$ cat src/rtl/mips_pkg.sv
// Shared definitions for the single-cycle MIPS datapath: register numbers and
// widths used by the register file, the write-register select mux and control.
package mips_pkg;

  localparam int REG_ADDR_W = 5;
  localparam int DATA_W     = 32;
  localparam int NUM_REGS   = 1 << REG_ADDR_W;

  localparam logic [REG_ADDR_W-1:0] REG_ZERO = 5'd0;
  localparam logic [REG_ADDR_W-1:0] REG_GP   = 5'd28;
  localparam logic [REG_ADDR_W-1:0] REG_SP   = 5'd29;

endpackage : mips_pkg

$ cat src/rtl/register_file_rf_read_port.sv
// One combinational read port of the register file. Applies the r0-reads-zero
// rule and, when BYPASS is set, forwards the in-flight write data.
module rf_read_port
  import mips_pkg::*;
#(
  parameter int WIDTH  = 32,
  parameter bit BYPASS = 1'b0
) (
  input  logic                           rst_n_i,
  input  logic [REG_ADDR_W-1:0]          idx_i,
  input  logic [NUM_REGS-1:0][WIDTH-1:0] regs_i,
  input  logic                           wr_en_i,
  input  logic [REG_ADDR_W-1:0]          wr_idx_i,
  input  logic [WIDTH-1:0]               wr_data_i,
  output logic [WIDTH-1:0]               data_o
);

  logic fwd_hit;

  // Forwarding only applies to a write that would actually commit, and never
  // while reset is held, so reads during reset always show reset values.
  assign fwd_hit = BYPASS && rst_n_i && wr_en_i &&
                   (wr_idx_i != REG_ZERO) && (idx_i == wr_idx_i);

  // Select stored value, override with forwarded data, then force r0 to zero.
  always_comb begin
    data_o = regs_i[idx_i];
    if (fwd_hit) begin
      data_o = wr_data_i;
    end
    if (idx_i == REG_ZERO) begin
      data_o = '0;
    end
  end

endmodule : rf_read_port

$ cat src/rtl/register_file.sv
// Architectural register file: 31 stored registers (r1..r31), two operand read
// ports, one debug read port that never forwards, and a committed-write counter.
module register_file
  import mips_pkg::*;
#(
  parameter int               WIDTH    = 32,
  parameter logic [WIDTH-1:0] SP_RESET = 32'h0000_3FFC,
  parameter logic [WIDTH-1:0] GP_RESET = 32'h0000_1800,
  parameter bit               BYPASS   = 1'b0
) (
  input  logic                  clk,
  input  logic                  rst_n,
  input  logic                  RegWrite,
  input  logic [REG_ADDR_W-1:0] WriteReg,
  input  logic [WIDTH-1:0]      WriteData,
  input  logic [REG_ADDR_W-1:0] ReadReg1,
  input  logic [REG_ADDR_W-1:0] ReadReg2,
  output logic [WIDTH-1:0]      ReadData1,
  output logic [WIDTH-1:0]      ReadData2,
  input  logic [REG_ADDR_W-1:0] DbgReg,
  output logic [WIDTH-1:0]      DbgData,
  output logic [31:0]           WriteCount
);

  logic [WIDTH-1:0]               regs_q [1:NUM_REGS-1];
  logic [NUM_REGS-1:0][WIDTH-1:0] regs_bus;
  logic [31:0]                    count_q;
  logic [31:0]                    count_d;
  logic                           commit;

  // A write to r0 is dropped entirely: no storage update, no count.
  assign commit  = RegWrite && (WriteReg != REG_ZERO);
  assign count_d = count_q + 32'd1;

  // Flatten storage into a full 32-entry bus; entry 0 is a constant zero.
  always_comb begin
    regs_bus[0] = '0;
    for (int i = 1; i < NUM_REGS; i++) begin
      regs_bus[i] = regs_q[i];
    end
  end

  // Storage and write counter; async reset loads $gp/$sp and clears the rest.
  always_ff @(posedge clk or negedge rst_n) begin
    if (!rst_n) begin
      for (int i = 1; i < NUM_REGS; i++) begin
        if (i == int'(REG_GP)) begin
          regs_q[i] <= GP_RESET;
        end else if (i == int'(REG_SP)) begin
          regs_q[i] <= SP_RESET;
        end else begin
          regs_q[i] <= '0;
        end
      end
      count_q <= '0;
    end else if (commit) begin
      regs_q[WriteReg] <= WriteData;
      count_q          <= count_d;
    end
  end

  assign WriteCount = count_q;

  rf_read_port #(.WIDTH(WIDTH), .BYPASS(BYPASS)) u_rd1 (
    .rst_n_i   (rst_n),
    .idx_i     (ReadReg1),
    .regs_i    (regs_bus),
    .wr_en_i   (RegWrite),
    .wr_idx_i  (WriteReg),
    .wr_data_i (WriteData),
    .data_o    (ReadData1)
  );

  rf_read_port #(.WIDTH(WIDTH), .BYPASS(BYPASS)) u_rd2 (
    .rst_n_i   (rst_n),
    .idx_i     (ReadReg2),
    .regs_i    (regs_bus),
    .wr_en_i   (RegWrite),
    .wr_idx_i  (WriteReg),
    .wr_data_i (WriteData),
    .data_o    (ReadData2)
  );

  // Debug port always shows committed state, even with forwarding enabled.
  rf_read_port #(.WIDTH(WIDTH), .BYPASS(1'b0)) u_dbg (
    .rst_n_i   (rst_n),
    .idx_i     (DbgReg),
    .regs_i    (regs_bus),
    .wr_en_i   (RegWrite),
    .wr_idx_i  (WriteReg),
    .wr_data_i (WriteData),
    .data_o    (DbgData)
  );

endmodule : register_file

$ cat config.mk
export PLATFORM = sky130hd
export DESIGN_NAME = register_file
export DESIGN_NICKNAME = d
export VERILOG_FILES = /design/src/rtl/mips_pkg.sv /design/src/rtl/register_file_rf_read_port.sv /design/src/rtl/register_file.sv
export SDC_FILE = /design/constraint.sdc
export NUM_CORES = 2
export LEC_CHECK = 0
export BUFFER_PORTS_ARGS = -buffer_cell sky130_fd_sc_hd__buf_2
export CAP_MARGIN = 20
export CORE_UTILIZATION = 30
export CTS_BUF_LIST = sky130_fd_sc_hd__clkbuf_2
export DETAILED_ROUTE_END_ITERATION = 10
export PLACE_DENSITY = 0.49
export SLEW_MARGIN = 10
export SYNTH_ARGS = -nofsm -noshare
export SYNTH_HDL_FRONTEND = slang
export SYNTH_SLANG_ARGS = --single-unit
$ cat constraint.sdc
create_clock -name clk -period 2.6 [get_ports clk]
set_input_delay 0.13 -clock clk [delete_from_list [all_inputs] [get_ports clk]]
set_output_delay 0.13 -clock clk [all_outputs]
set_load 0.03 [all_outputs]
==> results.sh <==
export IMPL_status="complete, but fails checks"
export IMPL_violations="negative setup slack"
export IMPL_period_minus_slack_ps=3890
export IMPL_start_util_pct=30.3
export IMPL_viasPerCell=5.81
export IMPL_internal_power_uw=33200
export IMPL_yosys_warnings=0
export IMPL_clk_latency_ps=1810
export IMPL_root_buffer="clkbuf_2"
export IMPL_fin_ws_ps=-1290
export IMPL_vias=44400
export IMPL_peakVddDrop_v=0.000479
export IMPL_pwr_share_comb_pct=31.4
export IMPL_slew_viol_final=0
export IMPL_antenna_found_initial=15
export IMPL_grt_pass1_wl_mm=352
export IMPL_cp_required_ps=2470
export IMPL_die_w_um=457
export IMPL_setup_violations=129
export IMPL_postLayoutCellArea_um2=75500
export IMPL_final_nets=4797
export IMPL_avgSynthCellArea_um2=14.7
export IMPL_max_slew_margin_rel_pct=14.3
export IMPL_fmax_ghz=0.257
export IMPL_wire_per_inst_um=31.9
export IMPL_cts_sinks=1024
export IMPL_io_pins=183
export IMPL_end_kind="output port"
export IMPL_synth_nets=4290
export IMPL_ys_flop_type="dfrtp_1"
export IMPL_fp_dieH_um=457
export IMPL_maxCapViolations=0
export IMPL_grt_use_total_pct=23.3
export IMPL_path_clk_slew_ps=100
export IMPL_p_total_uw=50600
export IMPL_cts_tree="done"
export IMPL_grt_ovfl_total=0
export IMPL_syn_area_um2=62200
export IMPL_seq_power_share_pct=43.8
export IMPL_ys_seq_elements=1024
export IMPL_numCtsBuffers=308
export IMPL_startpoint_type="flip-flop"
export IMPL_p_clk_share_pct=24.8
export IMPL_place_gp_congestion=0.816
export IMPL_coreArea_um2=205000
export IMPL_synthArstFlopShare_pct=100
export IMPL_fillers=19600
export IMPL_skew_ps=143
export IMPL_wirelength_mm=244
export IMPL_min_path_type="input pin to flip-flop"
export IMPL_rsz0062_at_grt="true"
export IMPL_multi_input_area_um2=36100
export IMPL_fp_row_count=166
export IMPL_power_density_nw_per_um2=670
export IMPL_firstDrtPassIters=5
export IMPL_die_area_um2=209000
export IMPL_place_area_um2=68800
export IMPL_worstPathMaxFanout=3
export IMPL_tightest_slew_ps=1280
export IMPL_grt_pass1_vias=46200
export IMPL_area_growth_pct=21.3
export IMPL_path_class="flip-flop to output port"
export IMPL_critPathArrivalTime_ps=3760
export IMPL_hpwl_mm=153
export IMPL_power_switching_uw=17300
export IMPL_drive_gt1_share_pct=62.2
export IMPL_drtAntennaViolNets=0
export IMPL_grt_start_max_net_pins=138
export IMPL_drc=0
export IMPL_p_leak_uw=0.0322
export IMPL_synth_cell_types=42
export IMPL_ff_latch_area_um2=25700
export IMPL_seq_area_frac_synth_pct=41.2
export IMPL_fin_crit_sh_pct=150
export IMPL_ctsLongestPathBuffers=4
export IMPL_switching_share_pct=34.3
export IMPL_drt_iter0_markers=3729
export IMPL_synth_cells=4234
export IMPL_hold_violations=0
export IMPL_synth_edf_count=0
export IMPL_portBuffers=182
export IMPL_cts_max_level=5
==> cells by family after synthesis <==
kind of cell / share of synthesized area, %
XOR/XNOR: 0.437
AO/OA/AOI/OAI: 4.45
AND/OR/NAND/NOR: 2.23
flip-flops: 41.2
multiplexers: 48.5
adder cells (fa/ha/maj): 0.0201
buffers and inverters: 3.17
==> area by class of cell <==
class	instances	share of cell area [%]
Antenna cell	10	0.0332
Clock buffer	439	2.91
Clock inverter	70	0.529
Inverter	5	0.0249
Multi-Input combinational cell	2728	47.8
Sequential cell	1024	34.0
Tap cell	2688	4.46
Timing Repair Buffer	674	10.2
==> per-layer routing <==
metal,share of wire (%),routed length [um],vias up,global-route usage [%]
li1,-,-,18000,-
met1,42,102000,24000,30.7
met2,48,117000,1801,37.1
met3,6.1,14800,551,4.48
met4,4.3,10400,2,10.2
met5,0.0033,8,-,0
==> synth_stat cells (2+ instances only) <==
library cell / count / area share (%)
a2111oi_0: 2 / 0.028
a211o_1: 62 / 0.87
a221oi_1: 19 / 0.27
a22o_1: 14 / 0.20
a22oi_1: 96 / 1.2
a32oi_1: 2 / 0.028
and2_1: 7 / 0.070
and3_1: 8 / 0.080
and4_1: 2 / 0.028
buf_1: 75 / 0.45
buf_2: 95 / 0.76
buf_6: 6 / 0.11
clkbuf_1: 301 / 1.8
dfrtp_1: 1010 / 41
dfstp_2: 14 / 0.59
inv_1: 5 / 0.030
mux2_1: 14 / 0.25
mux2_2: 1125 / 20
mux2i_1: 196 / 3.2
mux4_2: 682 / 25
nand2_1: 89 / 0.54
nand2b_1: 9 / 0.091
nand3_1: 28 / 0.23
nand4_1: 21 / 0.21
nand4b_1: 2 / 0.028
nor2_1: 102 / 0.62
nor2b_1: 28 / 0.28
nor4_1: 2 / 0.020
o21a_1: 17 / 0.21
o21ai_0: 63 / 0.51
o221ai_1: 17 / 0.24
o22ai_1: 64 / 0.64
o32ai_1: 17 / 0.24
or3_1: 3 / 0.030
xnor2_1: 29 / 0.41
xor2_1: 2 / 0.028
==> repair_timing <==
action,CTS,global route
hold buffers,96,13
pin swaps,144,28
endpoints found under the hold margin,2048,381
setup endpoints to repair,128,111
gates resized for setup,443,69
setup buffers,68,17
gates cloned,0,0
==> power groups by stage <==
stage          Clock [uW]  Combinational [uW]  Sequential, uW
4_1_cts             13000               15700           22000
2_1_floorplan           0               10400           21300
6_report            12500               15900           22100
3_5_place_dp            0               14100           22300
3_3_place_gp            0               13900           22200
5_1_grt             13900               16800           22600
==> worst max-delay path, cell delays in order (launching register included) <==
cell and delay, ps:
dfrtp_1 450, mux4_2 500, mux4_2 480, mux2_4 330
buf_6 160
==> per-stage QoR <==
step	setup slack, ps	utilization [%]	hold slack (ps)	instances	setup TNS, ps
finish	-1290	36.7	103	7638	-107190
global route	-1470	36.7	-19.2	7638	-128200
CTS	-1480	36.3	4.67	7585	-121090
detailed placement	56.8	33.5	68.2	6915	0
global placement	23.5	33.5	68.3	6915	0
floorplan	472	-	-166	4234	0
==> registers in the layout, indices dropped and copies added (netlist names) <==
register and flops:
regs_bus 992, WriteCount 32
==> placed cells by master, fill, tap and decap left out, types with 81 or more instances in the layout <==
| cell | n |
|---|---|
| buf_12 | 138 |
| buf_4 | 221 |
| buf_6 | 147 |
| clkbuf_2 | 439 |
| dfrtp_1 | 1003 |
| dlygate4sd3_1 | 102 |
| mux2_2 | 1110 |
| mux2i_1 | 155 |
| mux4_2 | 682 |
| nor2_1 | 81 |
==> path summary, 6_finish.rpt <==
| kind | to | from | cells past startpoint | slack (ps) |
|---|---|---|---|---|
| max in group asynchronous | regs_bus[953]$_DFFE_PN0P_ | rst_n | 7 | 800 |
| min reg2reg | regs_bus[926]$_DFFE_PN0P_ | regs_bus[926]$_DFFE_PN0P_ | 1 | 550 |
| max reg2reg | WriteCount[26]$_DFFE_PN0P_ | WriteCount[11]$_DFFE_PN0P_ | 5 | 610 |
| min | regs_bus[161]$_DFFE_PN0P_ | WriteData[1] | 4 | 100 |
| min in group asynchronous | regs_bus[324]$_DFFE_PN0P_ | rst_n | 6 | 690 |
| max | DbgData[0] | regs_bus[992]$_DFFE_PN0P_ | 4 | -1290 |
No activity file was read; power rests on OpenSTA's default activity.
